### config.mk
export PLATFORM = sky130hd
export DESIGN_NAME = snes_button_events
export DESIGN_NICKNAME = d
export VERILOG_FILES = /design/src/rtl/snes_pkg.sv /design/src/rtl/snes_event_fifo.sv /design/src/rtl/snes_button_events.sv
export SDC_FILE = /design/constraint.sdc
export NUM_CORES = 1
export LEC_CHECK = 0
export BUFFER_PORTS_ARGS = -buffer_cell sky130_fd_sc_hd__clkbuf_2
export CAP_MARGIN = 20
export CORE_MARGIN = 3
export CORE_UTILIZATION = 40
export DETAILED_ROUTE_END_ITERATION = 10
export PLACE_DENSITY = 0.63
export SYNTH_ARGS = -nofsm -noshare
export SYNTH_HDL_FRONTEND = slang
export SYNTH_SLANG_ARGS = --single-unit
### constraint.sdc
create_clock -name clk -period 4.75 [get_ports clk]
set_clock_uncertainty 0.1 [all_clocks]
set_input_delay 0.95 -clock clk [delete_from_list [all_inputs] [get_ports clk]]
set_output_delay 0.95 -clock clk [all_outputs]
set_load 0.01 [all_outputs]
### src/rtl/snes_pkg.sv
//------------------------------------------------------------------------------
// snes_pkg
// Shared constants for the SNES button event path: button bit indices,
// event word layout and the default set of event-generating buttons.
// Revision: 1.0
//------------------------------------------------------------------------------
`default_nettype none

package snes_pkg;

  // Bit positions of the buttons in the 16-bit controller word.
  localparam int BTN_B     = 0;
  localparam int BTN_Y     = 1;
  localparam int BTN_SEL   = 2;
  localparam int BTN_START = 3;
  localparam int BTN_UP    = 4;
  localparam int BTN_DOWN  = 5;
  localparam int BTN_LEFT  = 6;
  localparam int BTN_RIGHT = 7;
  localparam int BTN_A     = 8;
  localparam int BTN_X     = 9;
  localparam int BTN_L     = 10;
  localparam int BTN_R     = 11;

  // Event word: {press, code[3:0]}.
  localparam int EV_W      = 5;
  localparam int PRESS_BIT = 4;
  localparam int CODE_MSB  = 3;

  // Every real button generates events; the ID nibble does not.
  localparam logic [15:0] DEFAULT_BUTTON_MASK = 16'(
      (1 << BTN_B)    | (1 << BTN_Y)    | (1 << BTN_SEL)   | (1 << BTN_START) |
      (1 << BTN_UP)   | (1 << BTN_DOWN) | (1 << BTN_LEFT)  | (1 << BTN_RIGHT) |
      (1 << BTN_A)    | (1 << BTN_X)    | (1 << BTN_L)     | (1 << BTN_R));

  // Scanner states.
  typedef enum logic [0:0] {
    ST_IDLE = 1'b0,
    ST_SCAN = 1'b1
  } scan_state_e;

  // Pack a press/release flag and a bit index into an event word.
  function automatic logic [EV_W-1:0] make_event(input logic press, input logic [3:0] code);
    logic [EV_W-1:0] ev;
    ev                = '0;
    ev[PRESS_BIT]     = press;
    ev[CODE_MSB:0]    = code;
    return ev;
  endfunction

endpackage

`default_nettype wire

### src/rtl/snes_event_fifo.sv
//------------------------------------------------------------------------------
// snes_event_fifo
// Synchronous show-ahead FIFO. A push into a full FIFO is dropped even when a
// pop happens in the same cycle; the head entry is always visible on head_o.
// Revision: 1.0
//------------------------------------------------------------------------------
`default_nettype none

module snes_event_fifo #(
  parameter int DEPTH = 8,
  parameter int WIDTH = 5
) (
  input  logic                       clk,
  input  logic                       rst_n,
  input  logic                       push_i,
  input  logic [WIDTH-1:0]           data_i,
  input  logic                       pop_i,
  output logic                       full_o,
  output logic                       empty_o,
  output logic [$clog2(DEPTH):0]     count_o,
  output logic [WIDTH-1:0]           head_o
);

  localparam int AW = $clog2(DEPTH);
  localparam int CW = AW + 1;

  logic [WIDTH-1:0] mem_q [DEPTH];
  logic [AW-1:0]    wr_ptr_q;
  logic [AW-1:0]    rd_ptr_q;
  logic [CW-1:0]    count_q;
  logic             push_ok;
  logic             pop_ok;

  assign full_o  = (count_q == CW'(DEPTH));
  assign empty_o = (count_q == '0);
  assign push_ok = push_i && !full_o;
  assign pop_ok  = pop_i && !empty_o;
  assign count_o = count_q;
  assign head_o  = mem_q[rd_ptr_q];

  // Storage, pointers (power-of-two wrap) and occupancy.
  always_ff @(posedge clk or negedge rst_n) begin
    if (!rst_n) begin
      for (int i = 0; i < DEPTH; i++) begin
        mem_q[i] <= '0;
      end
      wr_ptr_q <= '0;
      rd_ptr_q <= '0;
      count_q  <= '0;
    end else begin
      if (push_ok) begin
        mem_q[wr_ptr_q] <= data_i;
        wr_ptr_q        <= wr_ptr_q + 1'b1;
      end
      if (pop_ok) begin
        rd_ptr_q <= rd_ptr_q + 1'b1;
      end
      case ({push_ok, pop_ok})
        2'b10:   count_q <= count_q + 1'b1;
        2'b01:   count_q <= count_q - 1'b1;
        default: count_q <= count_q;
      endcase
    end
  end

endmodule

`default_nettype wire

### src/rtl/snes_button_events.sv
//------------------------------------------------------------------------------
// snes_button_events
// Turns SNES button samples into press/release events. A scanner walks the
// mismatch between the latest sample (cur) and the committed state (ref),
// one bit per cycle, pushing an event and committing that bit each time.
// Revision: 1.0
//------------------------------------------------------------------------------
`default_nettype none

module snes_button_events
  import snes_pkg::*;
#(
  parameter int          FIFO_DEPTH  = 8,
  parameter logic [15:0] BUTTON_MASK = DEFAULT_BUTTON_MASK
) (
  input  logic                          clk,
  input  logic                          rst_n,
  input  logic                          sample_valid_i,
  input  logic [15:0]                   buttons_i,
  output logic                          ev_valid_o,
  input  logic                          ev_ready_i,
  output logic [EV_W-1:0]               ev_data_o,
  output logic [$clog2(FIFO_DEPTH):0]   ev_count_o,
  output logic [15:0]                   state_o,
  output logic                          drop_o,
  input  logic                          drop_clr_i
);

  scan_state_e     st_q, st_d;
  logic [15:0]     cur_q, cur_d;
  logic [15:0]     ref_q, ref_d;
  logic [3:0]      idx_q, idx_d;
  logic            drop_q, drop_d;

  logic [15:0]     masked_sample;
  logic [15:0]     diff;
  logic            scan_active;
  logic            bit_diff;
  logic            push;
  logic [EV_W-1:0] push_data;
  logic            drop_set;
  logic            fifo_full;
  logic            fifo_empty;

  assign masked_sample = buttons_i & BUTTON_MASK;
  assign diff          = cur_q ^ ref_q;
  // IDLE keeps idx at 0, so a fresh mismatch is serviced from bit 0 in the
  // very cycle it becomes visible rather than one cycle later.
  assign scan_active   = (st_q == ST_SCAN) || (diff != '0);
  assign bit_diff      = diff[idx_q];

  // New samples are taken in any scanner state.
  always_comb begin
    cur_d = cur_q;
    if (sample_valid_i) begin
      cur_d = masked_sample;
    end
  end

  // Scanner: visit one bit per cycle, emit and commit mismatches, stall on full.
  always_comb begin
    st_d      = st_q;
    idx_d     = idx_q;
    ref_d     = ref_q;
    push      = 1'b0;
    push_data = make_event(cur_q[idx_q], idx_q);
    if (scan_active) begin
      if (!bit_diff) begin
        idx_d = idx_q + 4'd1;
      end else if (!fifo_full) begin
        push         = 1'b1;
        ref_d[idx_q] = cur_q[idx_q];
        idx_d        = idx_q + 4'd1;
      end
      if ((cur_q ^ ref_d) == '0) begin
        st_d  = ST_IDLE;
        idx_d = '0;
      end else begin
        st_d  = ST_SCAN;
      end
    end
  end

  // A bit already pending that the new sample returns to its committed value
  // is a press+release pair that will never be reported.
  assign drop_set = sample_valid_i && ((diff & ~(masked_sample ^ ref_q) & BUTTON_MASK) != '0);

  // Sticky drop flag; a new drop wins over a clear in the same cycle.
  always_comb begin
    drop_d = drop_q;
    if (drop_clr_i) begin
      drop_d = 1'b0;
    end
    if (drop_set) begin
      drop_d = 1'b1;
    end
  end

  // Scanner, sample and drop registers.
  always_ff @(posedge clk or negedge rst_n) begin
    if (!rst_n) begin
      st_q   <= ST_IDLE;
      cur_q  <= '0;
      ref_q  <= '0;
      idx_q  <= '0;
      drop_q <= 1'b0;
    end else begin
      st_q   <= st_d;
      cur_q  <= cur_d;
      ref_q  <= ref_d;
      idx_q  <= idx_d;
      drop_q <= drop_d;
    end
  end

  snes_event_fifo #(
    .DEPTH (FIFO_DEPTH),
    .WIDTH (EV_W)
  ) u_fifo (
    .clk     (clk),
    .rst_n   (rst_n),
    .push_i  (push),
    .data_i  (push_data),
    .pop_i   (ev_ready_i),
    .full_o  (fifo_full),
    .empty_o (fifo_empty),
    .count_o (ev_count_o),
    .head_o  (ev_data_o)
  );

  assign ev_valid_o = !fifo_empty;
  assign state_o    = ref_q;
  assign drop_o     = drop_q;

endmodule

`default_nettype wire

==> reports/qor.yml, run 1 <==
clock_network:
  cts_tree: "built"
  cts_resized: 0
  clock_latency_ns: 0.34
  cts_buffers: 9
  clkTransAtPathRegs_ns: 0.06
  holdBufCountCts: 0
  cts_setup_buffers: 0
  clockBufferDepth: 2
  h-tree-depth: 3
  cts-root-buf: "clkbuf_16"
  cts.sinks: 84
timing:
  fin_setup_tns_ns: 0
  relSlewSlack: 0.458
  finalMaxSlewViolations: 0
  worstMarginPinSlew_ns: 0.810
  fin_crit_sh: 0.754
  min_period_ns: 3.58
  setup_viol: 0
  final_hold_viol_count: 0
  rsz0062_at_grt: "no"
  fmax_ghz: 0.279
power_and_ir_drop:
  swShare: 0.425
  p_comb_frac: 0.499
  p_sw_mw: 1.72
  clockPowerShare: 0.158
  powerDensity_mw_per_mm2: 728
  internal_power_mw: 2.33
  sequentialPowerShare: 0.342
  p_leak_nw: 2.37
  ir_worst_vdd_mv: 0.457
grt:
  grt_max_degree: 85
  grt_pass1_wl_um: 19200
  antenna_found_initial: 0
  grt_pass1_vias: 3504
  overflow: 0
  grtUsageTotal: 0.183
die:
  die_h_um: 117
  ios: 48
  die_w_um: 117
  core-area_mm2: 0.0118
  die-area_mm2: 0.0137
  rows: 39
  initial_core_util: 0.420
worst_setup_path:
  critPathMaxStageDelay_ns: 0.58
  worst-setup-path-type: "flop to flop"
  crit_arrival_ns: 3.70
  cp-end-kind: "flop"
  slowest_stage: "mux4_2"
  timing.rr.end: "u_fifo.count_o[3]"
  critical_path.top_delay_family: "multiplexers"
  cp_cell_sequence: "xnor2_1 > mux4_2 > o211ai_1 > nand3_1 > and3b_1 > buf_4 > inv_1 > ha_1 > ha_1 > a21o_1 > a21oi_1 > xnor2_1 > nor2_1 > xor2_1"
  cp_max_fo: 12
  start_kind: "flop"
  path_buf_inv: 2
  crit_required_ns: 4.87
  r2r_start: "cur_q[10]"
  reg2regPathDepth: 14
  r2r_slack_ns: 1.17
placement:
  portBuffers: 43
  globalplace.congestion: 0.940
  place_inst: 612
  place_hpwl_um: 8330
yosys:
  netlist-cell-type-count: 63
  synth_edf_count: 0
  synth_nets: 457
  synth-seq-cells: 84
  seq_area_frac_synth: 0.425
  synth_top_flop_cell: "dfrtp_1"
  syn_avg_cell_area_um2: 11.6
  synthArstFlopShare: 1.00
  yosysWarnings: 0
  syn_inst: 426
  synth_area_mm2: 0.00494
layout:
  antenna_cells: 0
  drive_gt1_frac: 0.248
  final_cells: 627
  nets: 491
  area_growth_pct: 12.8
  n_fill_cell: 1088
hold_path:
  hp-start: "u_fifo.mem_q[9]"
  hold_depth: 1
  worstHoldPathType: "flop to flop"
  hold_end: "u_fifo.mem_q[9]"
status:
  status: "completed"
routing:
  wl_um: 11700
  vias: 3539
  wl_per_cell_um: 18.7
  drt_first_pass_iters: 5
  ant_nets: 0
  detail_route.vias_per_cell: 5.64
  drt_iter0_markers: 271
  drc: 0
flow_run:
  maxCapViolations: 0
-- synth_stat cells (4+ instances only) --
library cell	number	area share
a21oi_1	4	0.0041
a221oi_1	4	0.0071
a22o_1	4	0.0071
buf_1	4	0.0030
buf_2	8	0.0081
clkbuf_1	10	0.0076
dfrtp_1	84	0.43
ha_1	9	0.023
inv_1	15	0.011
mux2_1	41	0.093
mux2_2	26	0.059
mux2i_1	8	0.016
mux4_2	15	0.068
nand2_1	29	0.022
nand2b_1	10	0.013
nand3_1	9	0.0091
nand4_1	5	0.0063
nor2_1	18	0.014
nor3_1	9	0.0091
o211ai_1	4	0.0061
o21a_1	4	0.0061
o21ai_0	15	0.015
o22ai_1	4	0.0051
or3_1	5	0.0063
xnor2_1	18	0.032
xor2_1	6	0.011
-- registers in the layout, indices dropped and copies added, names as in the netlist --
| signal | flops |
|---|---|
| u_fifo.mem_q | 40 |
| state_o | 16 |
| cur_q | 12 |
| idx_q | 4 |
| u_fifo.count_o | 4 |
| u_fifo.rd_ptr_q | 3 |
| u_fifo.wr_ptr_q | 3 |
| drop_o | 1 |
| st_q | 1 |
-- worst max-delay path by stage --
stage	from	to	slack (ns)	cells after the start
after floorplan	idx_q[0]	u_fifo.count_o[3]	1.37	15
after global placement	cur_q[10]	u_fifo.count_o[3]	1.25	14
after detailed placement	cur_q[10]	u_fifo.count_o[3]	1.19	14
after CTS	cur_q[8]	u_fifo.count_o[3]	1.19	14
after global routing	cur_q[8]	u_fifo.count_o[3]	0.95	14
final	cur_q[10]	u_fifo.count_o[3]	1.17	14
-- layout make-up --
type / count / area, um^2 / area share
inverters: 16 / 60.1 / 0.0108
clock buffers: 10 / 239 / 0.0429
flip-flops and latches: 84 / 2100 / 0.377
clock inverters: 4 / 27.5 / 0.00494
well taps: 164 / 205 / 0.0368
repair buffers: 47 / 268 / 0.0480
multi-input cells: 302 / 2670 / 0.479
-- logic make-up (layout without fill, tap and decap cells) --
| family | Yosys count | count (layout) | share of synthesized area |
|---|---|---|---|
| DFF | 84 | 84 | 0.425 |
| and+or+nand+nor | 118 | 118 | 0.148 |
| xor gates and xnor gates | 24 | 24 | 0.0425 |
| muxes | 90 | 90 | 0.237 |
| buffers and inverters | 40 | 77 | 0.0339 |
| adders and majority gates | 10 | 10 | 0.0268 |
| AOI/OAI and AO/OA | 60 | 60 | 0.0864 |
-- routing by layer --
| layer | up-vias | wire (um) | global-route usage | share of wire |
|---|---|---|---|---|
| met1 | 1785 | 5570 | 0.279 | 0.48 |
| met3 | 11 | 739 | 0.0257 | 0.063 |
| met5 | - | 0 | 0 | 0 |
| met4 | 0 | 133 | 0.0589 | 0.011 |
| met2 | 94 | 5270 | 0.270 | 0.45 |
| li1 | 1649 | - | - | - |
-- cell usage in the layout (no fill, tap or decap), types with 5 or more instances in the layout --
master     count
dfrtp_1       84
o21ai_0       15
nand4_1        5
clkbuf_16      9
mux2_2        26
nand2_1       29
xor2_1         6
or3_1          5
nand2b_1      10
nor2_1        18
inv_1         15
nand3_1        9
mux2_1        41
clkbuf_2      42
mux4_2        15
mux2i_1        8
xnor2_1       18
ha_1           9
nor3_1         9
-- power by group through the flow --
stage,sequential [mW],clock (mW),combinational [mW]
global placement,1.37,0,1.99
CTS,1.39,0.656,2.03
global route,1.45,0.691,2.22
finish,1.39,0.643,2.02
detailed placement,1.40,0,2.02
floorplan,1.23,0,1.60
-- through the flow --
stage | setup WS, ns | area [um^2] | power (mW) | util | hold slack, ns
3_3_place_gp | 1.25 | 5280 | 3.37 | 0.449 | 0.363
5_1_grt | 0.954 | 5570 | 4.36 | 0.474 | 0.407
2_1_floorplan | 1.37 | 4940 | 2.84 | - | 0.352
3_5_place_dp | 1.19 | 5280 | 3.42 | 0.449 | 0.373
6_report | 1.17 | 5570 | 4.06 | 0.474 | 0.384
4_1_cts | 1.19 | 5550 | 4.07 | 0.472 | 0.388
(Power assumes the default switching activity.)
==> inputs of run 2 (changes only) <==
PLACE_DENSITY = 0.65   (was 0.63)
clock period = 3.1 ns   (was 4.75 ns; I/O delays follow)
==> reports/qor.yml, run 2 (synthesized netlist as in run 1, its figures left out) <==
hold_path:
  worstHoldPathType: "input port to async pin"
worst_setup_path:
  crit_arrival_ns: 3.15  # -0.55 ns
  r2r_start: "idx_q[0]"
  worst-setup-path-type: "flop to flop"
  r2r_slack_ns: 0.07  # -1.10 ns
  reg2regPathDepth: 13  # -1
  start_kind: "flop"
  cp-end-kind: "flop"
  cp-startpoint: "idx_q[0]"
  cp-endpoint: "u_fifo.count_o[3]"
  cp_max_fo: 4  # -8
  crit_required_ns: 3.22  # -1.65 ns
  timing.rr.end: "u_fifo.count_o[3]"
routing:
  drt_first_pass_iters: 5  # unchanged
  drc: 0  # unchanged
  ant_nets: 0  # unchanged
  detail_route.vias_per_cell: 5.58  # -1.2%
  vias: 3770  # +6.5%
  drt_iter0_markers: 243  # -10%
  wl_um: 12400  # +6.1%
  wl_per_cell_um: 18.4  # -1.6%
status:
  status: "completed"
die:
  initial_core_util: 0.420  # unchanged
  die-area_mm2: 0.0137  # unchanged
  core-area_mm2: 0.0118  # unchanged
  die_h_um: 117  # unchanged
  rows: 39  # unchanged
  ios: 48  # unchanged
  die_w_um: 117  # unchanged
grt:
  overflow: 0  # unchanged
  grt_pass1_wl_um: 20200  # +5.6%
  antenna_found_initial: 0  # unchanged
  grt_max_degree: 50  # -41%
  grt_pass1_vias: 3789  # +8.1%
  grtUsageTotal: 0.192  # +0.00890
timing:
  setup_viol: 0  # unchanged
  fin_setup_tns_ns: 0  # unchanged
  finalMaxSlewViolations: 0  # unchanged
  fin_crit_sh: 0.976  # +0.222
  fmax_ghz: 0.330  # +18%
  finalWorstSetupSlack_ns: 0.0739  # -1.10 ns
  rsz0062_at_grt: "no"
  relSlewSlack: 0.550  # +0.0926
  final_hold_viol_count: 0  # unchanged
  min_period_ns: 3.03  # -0.554 ns
  worstMarginPinSlew_ns: 0.672  # -0.138 ns
layout:
  final_core_util: 0.513  # +0.0392
  multi_input_area_mm2: 0.00273  # +2.0%
  layout_common_cells: "84 x dfrtp_1, 52 x buf_4, 42 x clkbuf_2, 41 x mux2_1, 29 x nand2_1"
  nets: 538  # +9.6%
  n_fill_cell: 1052  # -3.3%
  ff_latch_area_mm2: 0.00210  # unchanged
  final_common_cell: "dfrtp_1"
  area_growth_pct: 22.1
  drive_gt1_frac: 0.334  # +0.0856
  final_cells: 676  # +7.8%
  regMostFlops: "u_fifo.mem_q"
  antenna_cells: 0  # unchanged
  largest_register_ffs: 40  # unchanged
clock_network:
  clkTransAtPathRegs_ns: 0.06  # about the same
  cts_tree: "built"
  cts-root-buf: "clkbuf_16"
  cts_buffers: 9  # unchanged
  h-tree-depth: 3  # unchanged
  cts_setup_buffers: 0  # unchanged
  clock_latency_ns: 0.34  # about the same
  cts.sinks: 84  # unchanged
  clockBufferDepth: 2  # unchanged
placement:
  place_ws_ns: 0.124  # -1.06 ns
  globalplace.congestion: 0.953  # +1.3%
  portBuffers: 43  # unchanged
  place_inst: 660  # +7.8%
  place_hpwl_um: 9400  # +13%
power_and_ir_drop:
  ir_worst_vdd_mv: 0.813  # +78%
  powerDensity_mw_per_mm2: 1150  # +58%
  total_power_mw: 6.96  # +72%
  p_leak_nw: 2.64  # +12%
flow_run:
  maxCapViolations: 0  # unchanged
==> run 2: cell types whose count changed in the layout (fill, tap and decap cells not counted), moves of 2 or more <==
cell and change:
clkinvlp_4 -2, buf_4 +48, nor3_2 -2, bufinv_16 +2, nor3_4 +2, inv_6 +3, ha_1 -2, ha_4 +2
==> run 2: layout make-up <==
cell class / instances / share of cell area
clock inverter: 6 / 0.0156
multi-input combinational: 302 / 0.452
timing repair buffer: 94 / 0.0995
inverter: 16 / 0.0112
sequential: 84 / 0.348
clock buffer: 10 / 0.0396
tap: 164 / 0.0340
==> run 2: routing by layer <==
metal,GRT usage,part of all wire,vias to the layer above
li1,-,-,1741
met1,0.272,0.46,1892
met2,0.304,0.48,120
met3,0.0344,0.052,17
met4,0.0543,0.016,0
met5,0,0,-
==> run 2: timing repair <==
| item | CTS | global route |
|---|---|---|
| hold buffers | 0 | 0 |
| endpoints found under the setup margin | 0 | 2 |
| gates resized for setup | 0 | 4 |
==> run 2: worst max-delay path, stage by stage, from the launching register on <==
cell and delay (ns):
dfrtp_1 0.46, inv_6 0.11, mux4_2 0.51, o211ai_1 0.24, nand3_1 0.13, and3b_1 0.32, inv_4 0.05, ha_4 0.17
ha_4 0.20, a21o_1 0.18, a21oi_2 0.12, xnor2_1 0.13, nor2_1 0.07, xor2_1 0.14
==> run 2: worst min-delay path by stage <==
stage | startpoint | to | slack (ns) | depth (start not counted)
floorplan | rst_n | cur_q[0] | 0.22 | 0
global placement | u_fifo.mem_q[37] | u_fifo.mem_q[37] | 0.36 | 1
detailed placement | u_fifo.mem_q[28] | u_fifo.mem_q[28] | 0.37 | 1
CTS | rst_n | state_o[8] | 0.22 | 1
global route | rst_n | state_o[8] | 0.23 | 1
finish | rst_n | state_o[8] | 0.19 | 1
==> run 2: per-stage QoR <==
stage          hold WS, ns  cell area, um^2
3_3_place_gp         0.363             5680
6_report             0.192             6030
3_5_place_dp         0.371             5680
5_1_grt              0.231             6030
2_1_floorplan        0.224             5000
4_1_cts              0.220             6020
==> run 2: power breakdown <==
part	internal (mW)	switching [mW]	leakage [nW]
Clock	0.735	0.459	0.160
Sequential	1.56	0.445	1.02
Combinational	1.84	1.91	1.46
Total	4.14	2.82	2.64
==> inputs of run 3 (changes only) <==
--- a/config.mk
+++ b/config.mk
@@ -10,6 +10,7 @@
 export CORE_MARGIN = 3
 export CORE_UTILIZATION = 40
+export CTS_CLUSTER_SIZE = 14
 export DETAILED_ROUTE_END_ITERATION = 10
-export PLACE_DENSITY = 0.65
+export PLACE_DENSITY = 0.63
 export SYNTH_ARGS = -nofsm -noshare
 export SYNTH_HDL_FRONTEND = slang
==> constraint.sdc (replaced) <==
create_clock -name clk -period 3.4 [get_ports clk]
set_clock_uncertainty 0.1 [all_clocks]
set_input_delay 0.68 -clock clk [delete_from_list [all_inputs] [get_ports clk]]
set_output_delay 0.68 -clock clk [all_outputs]
set_load 0.005 [all_outputs]
==> reports/qor.yml, run 3 (synthesized netlist as in run 1, its figures left out) <==
status:
  status: "completed"
hold_path:
  worstHoldPathType: "input port to async pin"
layout:
  final_cells: 652  # -3.6%
  layout_common_cells: "83 x dfrtp_1, 42 x clkbuf_2, 41 x mux2_1, 29 x nand2_1, 28 x buf_4"
  regMostFlops: "u_fifo.mem_q"
  final_common_cell: "dfrtp_1"
  area_growth_pct: 17.2
  drive_gt1_frac: 0.291  # -0.0430
  largest_register_ffs: 40  # unchanged
  antenna_cells: 0  # unchanged
  nets: 514  # -4.5%
grt:
  overflow: 0  # unchanged
  grtUsageTotal: 0.192  # -0.000608
  grt_pass1_vias: 3684  # -2.8%
  antenna_found_initial: 0  # unchanged
  grt_max_degree: 55  # +10%
  grt_pass1_wl_um: 20000  # -1.2%
placement:
  place_inst: 636  # -3.6%
  portBuffers: 43  # unchanged
  globalplace.congestion: 0.907  # -4.8%
  place_hpwl_um: 8990  # -4.3%
power_and_ir_drop:
  internal_power_mw: 3.54  # -15%
  p_leak_nw: 2.51  # -4.9%
  p_sw_mw: 2.39  # -15%
  ir_worst_vdd_mv: 0.555  # -32%
  swShare: 0.404  # -0.00125
  p_comb_frac: 0.501  # -0.039
  clockPowerShare: 0.180  # +0.008
  sequentialPowerShare: 0.319  # +0.031
  powerDensity_mw_per_mm2: 1020  # -11%
  total_power_mw: 5.93  # -15%
die:
  die_h_um: 117  # unchanged
  initial_core_util: 0.420  # unchanged
  die-area_mm2: 0.0137  # unchanged
  rows: 39  # unchanged
  ios: 48  # unchanged
  core-area_mm2: 0.0118  # unchanged
  die_w_um: 117  # unchanged
flow_run:
  maxCapViolations: 0  # unchanged
worst_setup_path:
  reg2regPathDepth: 13  # unchanged
  path_buf_inv: 1  # -1
  worst-setup-path-type: "flop to flop"
  r2r_slack_ns: 0.20  # +0.13 ns
  start_kind: "flop"
  r2r_start: "state_o[10]"
  path_depth: 13  # unchanged
  cp-end-kind: "flop"
  cp_max_fo: 5  # +1
  crit_arrival_ns: 3.32  # +0.17 ns
  slowest_stage: "mux4_2"
  critPathMaxStageDelay_ns: 0.50  # about the same
  crit_required_ns: 3.52  # +0.30 ns
  cp-endpoint: "u_fifo.count_o[3]"
  timing.rr.end: "u_fifo.count_o[3]"
  cp_cell_sequence: "xnor2_1 > mux4_2 > o211ai_1 > nand3_2 > and3b_1 > inv_1 > ha_1 > ha_1 > a21o_1 > a21oi_1 > xnor2_1 > nor2_1 > xor2_1"
  critical_path.top_delay_family: "compound AO/OA/AOI/OAI gates"
  cp-startpoint: "state_o[10]"
timing:
  min_period_ns: 3.20  # +0.169 ns
  relSlewSlack: 0.519  # -0.0315
  setup_viol: 0  # unchanged
  fin_setup_tns_ns: 0  # unchanged
  finalMaxSlewViolations: 0  # unchanged
  fmax_ghz: 0.313  # -5.3%
  final_hold_viol_count: 0  # unchanged
  rsz0062_at_grt: "no"
  worstMarginPinSlew_ns: 0.721  # +0.0497 ns
  fin_crit_sh: 0.940  # -0.0364
routing:
  dr_wl_met3_um: 726  # +13%
  met2WireLength_um: 5550  # -6.2%
  drt_iter0_markers: 202  # -17%
  ant_nets: 0  # unchanged
  vias: 3662  # -2.9%
  drt_first_pass_iters: 5  # unchanged
  wl_um: 12200  # -1.9%
  wl_per_cell_um: 18.7  # +1.7%
  drc: 0  # unchanged
  top_layer: "met4"
  detail_route.vias_per_cell: 5.62  # +0.71%
  met1_length_um: 5730  # +1.2%
clock_network:
  clkTransAtPathRegs_ns: 0.06  # about the same
  cts_tree: "built"
  cts_buffers: 9  # unchanged
  holdBufCountCts: 0  # unchanged
  cts-root-buf: "clkbuf_16"
  clockBufferDepth: 2  # unchanged
  cts.sinks: 84  # unchanged
  clock_latency_ns: 0.34  # about the same
  h-tree-depth: 3  # unchanged
==> run 3: area by class of cell <==
class                           instances  area (um^2)
Fill cell                            1044         5970
Timing Repair Buffer                   70          420
Sequential cell                        84         2100
Tap cell                              164          205
Clock buffer                            9          225
Inverter                               16         60.1
Clock inverter                          7         98.8
Multi-Input combinational cell        302         2680
==> run 3: worst min-delay path by stage <==
stage,cells after the start,endpoint,start,slack (ns)
3_5_place_dp,1,u_fifo.mem_q[7],u_fifo.mem_q[7],0.37
5_1_grt,1,cur_q[3],rst_n,0.34
6_report,1,drop_o,rst_n,0.28
2_1_floorplan,0,cur_q[0],rst_n,0.28
3_3_place_gp,1,u_fifo.mem_q[25],u_fifo.mem_q[25],0.36
4_1_cts,1,cur_q[3],rst_n,0.31
==> run 3: metal layers <==
layer	vias to the layer above	track usage
li1	1685	-
met1	1844	0.284
met2	117	0.287
met3	16	0.0314
met4	0	0.0642
met5	-	0
==> run 3: per-stage QoR <==
step	instance area, um^2	hold slack (ns)	util	setup slack [ns]
finish	5790	0.283	0.492	0.205
global route	5790	0.344	0.492	0.0277
CTS	5780	0.312	0.492	0.194
detailed placement	5460	0.373	0.464	0.223
global placement	5460	0.362	0.464	0.229
floorplan	4940	0.284	-	0.0213
==> run 3: power by group through the flow <==
stage	combinational [mW]	sequential (mW)	clock (mW)
after floorplan	2.21	1.69	0
after global placement	2.90	1.87	0
after detailed placement	2.95	1.90	0
after CTS	2.97	1.89	1.08
after global routing	3.27	1.97	1.13
final	2.97	1.89	1.07
==> run 3: worst reg2reg max path, delay by kind of cell, from the launching register on <==
family,cells,cell delay [ns]
DFF,1,0.43
buffers and inverters,1,0.05
AOI/OAI and AO/OA,3,0.53
muxes,1,0.50
adders and majority gates,2,0.49
xor gates and xnor gates,3,0.51
and+or+nand+nor,3,0.49
==> run 3: repair_timing <==
item,CTS,global route
endpoints found under the hold margin,0,0
buffers inserted,0,0
gates resized for setup,0,2
endpoints found under the setup margin,0,1
